File: src/rtl/ahb_apb_pkg.sv
// ============================================================================
// Module   : ahb_apb_pkg
// Brief    : Shared AHB/APB encodings and bridge state type for ahb2apb_bridge.
// Revision : 1.0 - initial release
// ============================================================================
`default_nettype none

package ahb_apb_pkg;

  localparam logic [1:0] HTRANS_IDLE   = 2'b00;
  localparam logic [1:0] HTRANS_BUSY   = 2'b01;
  localparam logic [1:0] HTRANS_NONSEQ = 2'b10;
  localparam logic [1:0] HTRANS_SEQ    = 2'b11;

  localparam logic HRESP_OKAY  = 1'b0;
  localparam logic HRESP_ERROR = 1'b1;

  typedef enum logic [2:0] {
    ST_IDLE   = 3'd0,
    ST_WDATA  = 3'd1,
    ST_SETUP  = 3'd2,
    ST_ACCESS = 3'd3,
    ST_ERR1   = 3'd4,
    ST_ERR2   = 3'd5
  } bridge_state_e;

  // NONSEQ and SEQ carry data; IDLE and BUSY are answered without APB activity.
  function automatic logic is_xfer(input logic [1:0] trans);
    return (trans != HTRANS_IDLE) && (trans != HTRANS_BUSY);
  endfunction

endpackage

`default_nettype wire

File: src/rtl/apb_wait_timer.sv
// ============================================================================
// Module   : apb_wait_timer
// Brief    : Counts ACCESS cycles with pready low; flags the cycle the limit hits.
// Revision : 1.0 - initial release
// ============================================================================
`default_nettype none

module apb_wait_timer #(
  parameter int TIMEOUT = 16
) (
  input  logic clk_i,
  input  logic rst_ni,
  input  logic clear_i,
  input  logic count_en_i,
  output logic expired_o
);

  localparam int CNT_W = $clog2(TIMEOUT + 1);

  logic [CNT_W-1:0] count_q;
  logic [CNT_W-1:0] count_d;

  always_comb begin
    count_d = count_q;
    if (clear_i) begin
      count_d = '0;
    end else if (count_en_i) begin
      count_d = count_q + 1'b1;
    end
  end

  always_ff @(posedge clk_i or negedge rst_ni) begin
    if (!rst_ni) begin
      count_q <= '0;
    end else begin
      count_q <= count_d;
    end
  end

  // Fires on the stalled cycle that would bring the count up to TIMEOUT.
  assign expired_o = count_en_i && (count_q == CNT_W'(TIMEOUT - 1));

endmodule

`default_nettype wire

File: src/rtl/ahb2apb_bridge.sv
// ============================================================================
// Module   : ahb2apb_bridge
// Brief    : AHB-Lite slave converting each accepted transfer into one APB3
//            transfer. Optional ACCESS timeout enabled by BRIDGE_TIMEOUT_EN.
// Revision : 1.0 - initial release
// ============================================================================
`default_nettype none

module ahb2apb_bridge #(
  parameter int ADDR_W  = 32,
  parameter int DATA_W  = 32,
  parameter int PADDR_W = 16,
  parameter int TIMEOUT = 16
) (
  input  logic               hclk,
  input  logic               hresetn,
  input  logic               hsel,
  input  logic [ADDR_W-1:0]  haddr,
  input  logic               hwrite,
  input  logic [2:0]         hsize,
  input  logic [1:0]         htrans,
  input  logic               hready,
  input  logic [DATA_W-1:0]  hwdata,
  output logic               hreadyout,
  output logic               hresp,
  output logic [DATA_W-1:0]  hrdata,
  output logic [PADDR_W-1:0] paddr,
  output logic               psel,
  output logic               penable,
  output logic               pwrite,
  output logic [DATA_W-1:0]  pwdata,
  input  logic [DATA_W-1:0]  prdata,
  input  logic               pready,
  input  logic               pslverr
);

  import ahb_apb_pkg::*;

  bridge_state_e      state_q, state_d;
  logic               accept_w;
  logic               timeout_w;
  logic               hreadyout_q;
  logic               hresp_q;
  logic               psel_q;
  logic               penable_q;
  logic               pwrite_q, pwrite_d;
  logic [PADDR_W-1:0] paddr_q, paddr_d;
  logic [DATA_W-1:0]  pwdata_q, pwdata_d;
  logic [DATA_W-1:0]  hrdata_q, hrdata_d;
  logic               unused_addr;

  assign unused_addr = ^haddr[ADDR_W-1:PADDR_W];

  // ERR2 already shows hreadyout=1, so a pipelined address phase may land there.
  assign accept_w = hsel && hready && is_xfer(htrans)
                    && ((state_q == ST_IDLE) || (state_q == ST_ERR2));

`ifdef BRIDGE_TIMEOUT_EN
  apb_wait_timer #(
    .TIMEOUT (TIMEOUT)
  ) u_wait_timer (
    .clk_i      (hclk),
    .rst_ni     (hresetn),
    .clear_i    (state_q == ST_SETUP),
    .count_en_i ((state_q == ST_ACCESS) && !pready),
    .expired_o  (timeout_w)
  );
`else
  logic [31:0] unused_timeout;
  assign unused_timeout = TIMEOUT;
  assign timeout_w      = 1'b0;
`endif

  always_comb begin
    state_d  = state_q;
    paddr_d  = paddr_q;
    pwrite_d = pwrite_q;
    pwdata_d = pwdata_q;
    hrdata_d = hrdata_q;
    case (state_q)
      ST_IDLE, ST_ERR2: begin
        state_d = ST_IDLE;
        if (accept_w) begin
          paddr_d  = haddr[PADDR_W-1:0];
          pwrite_d = hwrite;
          if (hsize > 3'd2) begin
            state_d = ST_ERR1;
          end else if (hwrite) begin
            state_d = ST_WDATA;
          end else begin
            state_d = ST_SETUP;
          end
        end
      end
      ST_WDATA: begin
        pwdata_d = hwdata;
        state_d  = ST_SETUP;
      end
      ST_SETUP: begin
        state_d = ST_ACCESS;
      end
      ST_ACCESS: begin
        if (pready) begin
          if (pslverr) begin
            state_d = ST_ERR1;
          end else begin
            state_d = ST_IDLE;
            if (!pwrite_q) begin
              hrdata_d = prdata;
            end
          end
        end else if (timeout_w) begin
          state_d = ST_ERR1;
        end
      end
      ST_ERR1: begin
        state_d = ST_ERR2;
      end
      default: begin
        state_d = ST_IDLE;
      end
    endcase
  end

  // Outputs are registered as a decode of the next state.
  always_ff @(posedge hclk or negedge hresetn) begin
    if (!hresetn) begin
      state_q     <= ST_IDLE;
      hreadyout_q <= 1'b1;
      hresp_q     <= HRESP_OKAY;
      psel_q      <= 1'b0;
      penable_q   <= 1'b0;
      pwrite_q    <= 1'b0;
      paddr_q     <= '0;
      pwdata_q    <= '0;
      hrdata_q    <= '0;
    end else begin
      state_q     <= state_d;
      hreadyout_q <= (state_d == ST_IDLE) || (state_d == ST_ERR2);
      hresp_q     <= ((state_d == ST_ERR1) || (state_d == ST_ERR2)) ? HRESP_ERROR : HRESP_OKAY;
      psel_q      <= (state_d == ST_SETUP) || (state_d == ST_ACCESS);
      penable_q   <= (state_d == ST_ACCESS);
      pwrite_q    <= pwrite_d;
      paddr_q     <= paddr_d;
      pwdata_q    <= pwdata_d;
      hrdata_q    <= hrdata_d;
    end
  end

  assign hreadyout = hreadyout_q;
  assign hresp     = hresp_q;
  assign hrdata    = hrdata_q;
  assign paddr     = paddr_q;
  assign psel      = psel_q;
  assign penable   = penable_q;
  assign pwrite    = pwrite_q;
  assign pwdata    = pwdata_q;

endmodule

`default_nettype wire

File: config.mk
export PLATFORM = sky130hd
export DESIGN_NAME = ahb2apb_bridge
export DESIGN_NICKNAME = d
export VERILOG_FILES = /design/src/rtl/ahb_apb_pkg.sv /design/src/rtl/apb_wait_timer.sv /design/src/rtl/ahb2apb_bridge.sv
export SDC_FILE = /design/constraint.sdc
export NUM_CORES = 1
export LEC_CHECK = 0
export CAP_MARGIN = 20
export CORE_ASPECT_RATIO = 1.75
export CORE_UTILIZATION = 40
export CTS_BUF_LIST = sky130_fd_sc_hd__clkbuf_8
export DETAILED_ROUTE_END_ITERATION = 7
export MAX_ROUTING_LAYER = met4
export PLACE_DENSITY = 0.81
export SLEW_MARGIN = 20
export SYNTH_ARGS = -nofsm -noshare
export SYNTH_HDL_FRONTEND = slang
export SYNTH_SLANG_ARGS = --single-unit
File: constraint.sdc
create_clock -name hclk -period 2.4 [get_ports hclk]
set_clock_uncertainty 0.2 [all_clocks]
set_input_delay 0.48 -clock hclk [delete_from_list [all_inputs] [get_ports hclk]]
set_output_delay 0.48 -clock hclk [all_outputs]
set_load 0.05 [all_outputs]
* After elaboration in Yosys (flattened, before gate mapping) *
Index checks and enable logic that the tools add are counted.

storage, ports and cells
  logic and storage cells = 43
  bits in writable memories = 0
  bits in latches = 0
  memory bits (read-only) = 0
  memories kept = 0
  flip-flop bits (word level) = 88
  output and inout bits = 85
  bits of input ports = 108

cells by class
  divide/modulo/power cells = 0
  add/subtract/negate cells = 0
  magnitude comparators = 1
  shift-type cells = 0
  muxes and demuxes = 7
  eq/ne operators = 10
  reduce and logical (&&, ||, !) cells = 14
  multipliers = 0
  bitwise operators = 2

operators by type and width
  operator                                                                          number
  3-bit one-hot mux with 5 select lines                                             1
  3-bit by 2-bit == test with 1-bit output (second input constant)                  4
  3-bit == test (second input constant)                                             4
  3-bit 2-to-1 mux                                                                  4
  3-bit logical NOT                                                                 2
  1-bit logical AND                                                                 4
  1-bit logical OR                                                                  4
  4-bit AND reduction                                                               1
  3-bit by 1-bit == test with 1-bit output (second input constant)                  1
  3-bit by 2-bit greater-than comparator with 1-bit output (second input constant)  1
  2-bit 2-to-1 mux                                                                  1
  2-bit by 1-bit != test with 1-bit output (second input constant)                  1
  1-bit inverter                                                                    2
  2-bit AND reduction                                                               1
  2-bit nonzero test                                                                1
  2-bit OR reduction                                                                1
  1-bit 2-to-1 mux                                                                  1

* Logic depth before layout (Yosys ltp) *
Gate-level depths: netlist of the first run.

  depth in word-level cells = 9
  depth in mapped cells = 5
  gate-level depth less buffers = 3

* Least setup slack after synthesis of the first run *
Ideal clock, no wire load.

  path kind = reg-to-reg
  start = register pwrite_q (netlist: pwrite)
  end = register hrdata_q[10] (netlist: hrdata[10])
  buffers on the path = 2
  arrival time = 1.539 ns
  setup time = 0.125 ns
  data required time = 2.075 ns
  period minus slack after synthesis = 1.864 ns
  cell stages (with the launch flop) = 5
  setup slack = 0.536 ns
  path through = dfrtp_1 or3_1 buf_6 buf_12 mux2_4

on the way
  longest elaborated chain between the ends = 2

RTL lines
  item                           RTL line               RTL
  start, declared                ahb2apb_bridge.sv:46   logic pwrite_q, pwrite_d;
  start signal, assigned         ahb2apb_bridge.sv:143  pwrite_q <= pwrite_d;
  1-bit inverter (no line)       --
  4-bit AND reduction (no line)  --
  end signal, assigned           ahb2apb_bridge.sv:146  hrdata_q <= hrdata_d;
  end, declared                  ahb2apb_bridge.sv:49   logic [DATA_W-1:0] hrdata_q, hrdata_d;

No other way between the ends.
A chain may end at the register's enable or synchronous reset.

* Worst setup path after layout of the first run *
  start = register pwdata_q[2] (netlist: pwdata[2])
  end = output port pwdata[2]

RTL lines
  item                    RTL line               RTL
  start, declared         ahb2apb_bridge.sv:48   logic [DATA_W-1:0] pwdata_q, pwdata_d;
  start signal, assigned  ahb2apb_bridge.sv:145  pwdata_q <= pwdata_d;
  end, declared           ahb2apb_bridge.sv:31   output logic [DATA_W-1:0] pwdata,

No word-level cell between the ends.

==> metrics.csv, run 1 <==
metric;value;unit
cts.clk_slew.worst_paths;80;ps
synth-seq-area-share;0.6337;
outcome;finished clean;
wirelength;8363;um
cp_slowest_stage_delay;840;ps
tightestPinTransition;556.5;ps
p_per_area;1654;nW/um^2
synth_area;3477;sq um
clk_latency;350;ps
synthArstFlopShare;1.000;
ys_types;22;
critPathSlowestCell;clkdlybuf4s50_1;
nets;492;
die_h;125.3;um
path_delay_family;buffers and inverters;
routedWlPerCell;16.59;um
synth_ff_type;dfrtp_1;
io_buffers;175;
place.gp.congestion;0.7653;
hold_class;flip-flop to flip-flop;
synth.top_cells.by_count;dfrtp_1, mux2_2, mux2_4;
synth_edf_count;0;
setup-tns-final;0;ps
final.setup.worst_slack;169.4;ps
cp-end-kind;primary output;
coreArea;8368;sq um
power_switching;4.233;mW
antenna_found_initial;0;
min_period;2231;ps
fp.dieW;72.48;um
p_seq_frac;0.283;
rsz0062_at_grt;no;
ant_nets;0;
grt_pass1_wl;13080;um
clkSinkCount;88;
setup_viol;0;
drt_iter0_drc;99;
cts_tree;built;
max_freq;0.4483;GHz
synth_area_per_cell;17.30;sq um
synthTopCellsByArea;dfrtp_1, mux2_2, mux2_4, buf_12, a311o_1;
grt_max_degree;89;
leakage;2.466;nW
drc;0;
ir_worst_vdd;0.9175;mV
fillCellCount;650;
clockBufferDepth;2;
die_area;9084;sq um
vias_per_cell;4.702;
finalHoldViolations;0;
required;1720;ps
synth_nets;309;
yosysMostFrequentCell;dfrtp_1;
initial_core_util;0.4155;
grt_pass1_vias;2618;
worst_ep_arrival_time;1550;ps
synth_top_area_frac;0.6261;
cp_max_fo;2;
ys_seq_elements;88;
path_class;flip-flop to primary output;
p_clk_frac;0.118;
post-route-util;0.6666;
crit_path_start_kind;flip-flop;
syn-instance-count;201;
p_comb_frac;0.599;
crit_buf_inv;1;
root_buffer;clkbuf_8;
maxSlewViolCount;0;
overflow;0;
rows;44;
area_growth;60.42;%
io_pins;193;
multi_input_area;1174;sq um
finalCritPeriodShare;0.9294;
cts-resized-gates;0;
drive_above_1_share;0.2674;
post_cts_buffers;0;
p_int;4.995;mW
diodes;0;
register_area;2203;sq um
ys_warn_count;0;
first_pass_iters;3;
path_cells;clkdlybuf4s50_1;
pre_cts_slack;-89.43;ps
yosysTopAreaCell;dfrtp_1;
numCtsBuffers;9;
swShare;0.4587;
drv_cap;0;
htreeDepth;3;
vias;2370;
dp_hpwl;6188;um
grt_usage;0.2013;
hold_buffers;1;
slew_headroom;0.6278;
r2r_slack;340;ps
[power groups by stage]
stage | sequential [mW] | combinational [mW] | clock [mW]
after floorplan | 5.13 | 1.16 | 0
after global placement | 2.60 | 5.49 | 0
after detailed placement | 2.65 | 5.55 | 0
after CTS | 2.62 | 5.57 | 1.12
after global routing | 2.72 | 5.70 | 1.18
final | 2.61 | 5.53 | 1.09
[cell families after synthesis]
group,after synthesis,share of synthesized area
AOI/OAI and AO/OA,9,0.02015
xor gates and xnor gates,1,0.002519
buffers and inverters,12,0.03095
DFF,88,0.6337
muxes,81,0.2947
and+or+nand+nor,10,0.01799
[metal layers]
layer | track usage | routed length (um)
met1 | 0.1953 | 2843
met2 | 0.3612 | 4827
met3 | 0.04835 | 411
met4 | 0.09804 | 281
met5 | - | 0
[area by class of cell]
class | instances | share of cell area
multi-input cells | 101 | 0.2104
flip-flops and latches | 88 | 0.3950
repair buffers | 181 | 0.3284
clock inverters | 6 | 0.01368
inverters | 3 | 0.002019
well taps | 115 | 0.02580
clock buffers | 10 | 0.02467
[metrics by stage]
stage / power [mW] / std cells / hold slack [ps] / instance area, sq um
3_5_place_dp: 8.200 / 487 / 291.0 / 5354
6_report: 9.228 / 504 / 309.5 / 5578
5_1_grt: 9.600 / 504 / 319.2 / 5578
2_1_floorplan: 6.294 / 201 / -15.59 / 3477
4_1_cts: 9.318 / 504 / 312.4 / 5578
3_3_place_gp: 8.083 / 487 / 288.4 / 5354
[final timing paths]
kind,startpoint,to,cells after the start
hold reg to reg,hrdata[23]$_DFFE_PN0P_,hrdata[23]$_DFFE_PN0P_,1
max in group asynchronous,hresetn,hreadyout$_DFF_PN1_,3
setup / recovery,pwdata[2]$_DFFE_PN0N_,pwdata[2],1
hold / removal,hrdata[23]$_DFFE_PN0P_,hrdata[23]$_DFFE_PN0P_,1
setup reg to reg,state_q[2]$_DFF_PN0_,hrdata[3]$_DFFE_PN0P_,4
min in group asynchronous,hresetn,paddr[14]$_DFFE_PN0P_,3
[cells in the final DEF (no fill, tap or decap)]
cell type        count
nor3_4               1
xor2_1               1
buf_4                4
buf_12               3
clkdlybuf4s50_1    173
bufinv_16            2
nand4b_1             2
a311o_1              3
dfstp_2              1
and2_1               1
or3_2                1
a211o_1              2
mux2_4              30
mux2_2              51
inv_1                6
o21ai_0              1
o211ai_1             1
dlygate4sd3_1        1
clkinv_2             1
nor3_1               1
a21oi_1              2
nand2b_1             1
clkbuf_8            10
nor2_1               2
nand2_1              1
dfrtp_1             87
[flip-flops by register name, summed over array words and instances, names as in the netlist]
| signal | flops |
|---|---|
| pwdata | 32 |
| pwrite | 1 |
| paddr | 16 |
| state_q | 3 |
| hrdata | 32 |
| penable | 1 |
| hreadyout | 1 |
| psel | 1 |
| hresp | 1 |
No activity file was read; power rests on OpenSTA's default activity.
==> run 2, diff against run 1 <==
--- a/config.mk
+++ b/config.mk
@@ -5,13 +5,14 @@
 export SDC_FILE = /design/constraint.sdc
 export NUM_CORES = 1
 export LEC_CHECK = 0
+export ABC_AREA = 1
 export CAP_MARGIN = 20
 export CORE_ASPECT_RATIO = 1.75
-export CORE_UTILIZATION = 40
+export CORE_UTILIZATION = 39
 export CTS_BUF_LIST = sky130_fd_sc_hd__clkbuf_8
 export DETAILED_ROUTE_END_ITERATION = 7
 export MAX_ROUTING_LAYER = met4
-export PLACE_DENSITY = 0.81
+export PLACE_DENSITY = 0.8
 export SLEW_MARGIN = 20
 export SYNTH_ARGS = -nofsm -noshare
 export SYNTH_HDL_FRONTEND = slang
==> metrics.csv, run 2 <==
metric;value;unit;change
crit_path_start_kind;flip-flop;;unchanged
maxSlewViolCount;0;;unchanged
vias;2727;;was 2,370
r2r_cells;3;;was 4
yosysTopAreaCell;dfrtp_1;;unchanged
synth_ff_type;dfrtp_1;;unchanged
fillCellCount;664;;was 650
synth_top_area_frac;0.6397;;was 0.6261
die_area;9119;sq um;was 9084 sq um
ir_worst_vdd;0.8248;mV;was 0.9175 mV
dpl_cell_area;5274;sq um;was 5354 sq um
min_period;2249;ps;was 2231 ps
finalHoldViolations;0;;unchanged
antenna_found_initial;0;;unchanged
r2r_start;state_q[1]$_DFF_PN0_;;was state_q[2]$_DFF_PN0_
pre_cts_slack;286.7;ps;was -89.43 ps
p_seq_frac;0.295;;was 0.283
outcome;finished clean;;unchanged
grt_usage;0.1937;;was 0.2013
fp.dieW;72.62;um;was 72.48 um
drt_iter0_drc;84;;was 99
overflow;0;;unchanged
cp-end-kind;primary output;;unchanged
dp_hpwl;6032;um;was 6188 um
path_cells;clkdlybuf4s50_1;;unchanged
syn-instance-count;319;;was 201
cp_slowest_stage_delay;840;ps;about the same
ant_nets;0;;unchanged
hold_class;flip-flop to flip-flop;;unchanged
nets;606;;was 492
vias_per_cell;4.420;;was 4.702
io_pins;193;;unchanged
clockBufferDepth;2;;unchanged
layout_commonest_cell;clkdlybuf4s50_1;;unchanged
clkSinkCount;88;;unchanged
path_class;flip-flop to primary output;;unchanged
initial_core_util;0.4067;;was 0.4155
path_delay_family;buffers and inverters;;unchanged
grt_pass1_wl;12900;um;was 13,080 um
r2r_slack;420;ps;was 340 ps
drv_cap;0;;unchanged
max_freq;0.4447;GHz;was 0.4483 GHz
ys_seq_elements;88;;unchanged
synth_edf_count;0;;unchanged
required;1720;ps;about the same
power.total;8.534;mW;was 9.228 mW
wirelength;7993;um;was 8363 um
multi_input_area;973.4;sq um;was 1174 sq um
htreeDepth;3;;unchanged
power_switching;4.039;mW;was 4.233 mW
setup-tns-final;0;ps;unchanged
r2r_end;pwdata[21]$_DFFE_PN0N_;;was hrdata[3]$_DFFE_PN0P_
synth_area;3403;sq um;was 3477 sq um
finalCritPeriodShare;0.9370;;was 0.9294
post_cts_buffers;0;;unchanged
crit_buf_inv;1;;unchanged
p_int;4.495;mW;was 4.995 mW
grt_pass1_vias;2827;;was 2,618
swShare;0.4733;;was 0.4587
cts.clk_slew.worst_paths;80;ps;about the same
critPathSlowestCell;clkdlybuf4s50_1;;unchanged
synthArstFlopShare;1.000;;unchanged
whs_endpoint;paddr[6]$_DFFE_PN0P_;;was hrdata[23]$_DFFE_PN0P_
routedWlPerCell;12.95;um;was 16.59 um
grt_max_degree;65;;was 89
stdcell_area;5489;sq um;was 5578 sq um
rows;44;;unchanged
fin_cells;617;;was 504
drc;0;;unchanged
cts_tree;built;;unchanged
tightestPinTransition;788.8;ps;was 556.5 ps
leakage;2.612;nW;was 2.466 nW
coreArea;8368;sq um;unchanged
cp_max_fo;3;;was 2
final.setup.worst_slack;151.2;ps;was 169.4 ps
place.gp.congestion;0.8142;;was 0.7653
layout_common_cells;clkdlybuf4s50_1, nand2_1, dfrtp_1;;was clkdlybuf4s50_1, dfrtp_1, mux2_2
startpoint;pwrite$_DFFE_PN0P_;;was pwdata[2]$_DFFE_PN0N_
worst_ep_arrival_time;1570;ps;was 1550 ps
clk_latency;350;ps;about the same
rsz0062_at_grt;no;;unchanged
slew_headroom;0.4735;;was 0.6278
io_buffers;175;;unchanged
synthTopCellsByArea;dfrtp_1, mux2_2, nand2_1, inv_1, o21ai_0;;was dfrtp_1, mux2_2, mux2_4, buf_12, a311o_1
root_buffer;clkbuf_8;;unchanged
yosysMostFrequentCell;nand2_1;;was dfrtp_1
synth_nets;427;;was 309
die_h;125.6;um;was 125.3 um
register_area;2203;sq um;unchanged
p_comb_frac;0.582;;was 0.599
ys_warn_count;0;;unchanged
synth.top_cells.by_count;nand2_1, dfrtp_1, inv_1;;was dfrtp_1, mux2_2, mux2_4
diodes;0;;unchanged
numCtsBuffers;9;;unchanged
p_per_area;1555;nW/um^2;was 1654 nW/um^2
synth-seq-area-share;0.6474;;was 0.6337
hold_depth;2;;was 1
min_from;paddr[6]$_DFFE_PN0P_;;was hrdata[23]$_DFFE_PN0P_
drive_above_1_share;0.1076;;was 0.2674
p_clk_frac;0.124;;was 0.118
dp_cells;601;;was 487
synth_area_per_cell;10.67;sq um;was 17.30 sq um
area_growth;61.29;%;was 60.42%
ys_types;19;;was 22
first_pass_iters;4;;was 3
setup_viol;0;;unchanged
## run 2: cell families after synthesis
family / share of synthesized area
multiplexers: 0.1059
buffers and inverters: 0.06654
AND/OR/NAND/NOR: 0.1301
flip-flops: 0.6474
AO/OA/AOI/OAI: 0.05000
## run 2: final cells by class
type,count,share of cell area
Sequential cell,88,0.4014
Timing Repair Buffer,180,0.3287
Multi-Input combinational cell,176,0.1773
Inverter,43,0.02941
Tap cell,115,0.02621
Clock buffer,9,0.02257
Clock inverter,6,0.01436
## run 2: per-stage QoR
stage                     hold slack (ps)    util
final                               278.5  0.6560
after global routing                307.5  0.6560
after CTS                           285.5  0.6557
after detailed placement            186.3  0.6302
after global placement              177.5  0.6302
after floorplan                    -15.59       -
## run 2: worst max-delay path by stage
stage                              to  slack [ps]  cells after the start
6_report                       pwrite         150                      1
5_1_grt                        pwrite          80                      1
4_1_cts                     hreadyout          20                      1
3_5_place_dp    hrdata[7]$_DFFE_PN0P_         290                      5
3_3_place_gp     paddr[3]$_DFFE_PN0P_         300                      7
2_1_floorplan  hrdata[10]$_DFFE_PN0P_         770                      5
## run 2: repair_timing
action,in CTS,in global routing
gates resized for setup,0,1
endpoints found under the hold margin,19,0
hold buffers,1,0
endpoints found under the setup margin,0,1
## run 2: power groups by stage
stage	registers, mW	clock network, mW	logic [mW]
after global placement	2.51	0	4.94
after global routing	2.61	1.16	5.21
after detailed placement	2.55	0	5.00
after CTS	2.53	1.10	5.01
after floorplan	4.87	0	0.918
final	2.51	1.06	4.96
## run 2: layer usage
layer / part of all wire / global-route usage / vias to the layer above
met5: 0 / - / -
met4: 0.033 / 0.09919 / 0
met3: 0.061 / 0.04915 / 26
met2: 0.51 / 0.3200 / 124
met1: 0.40 / 0.2106 / 1237
li1: - / - / 1340
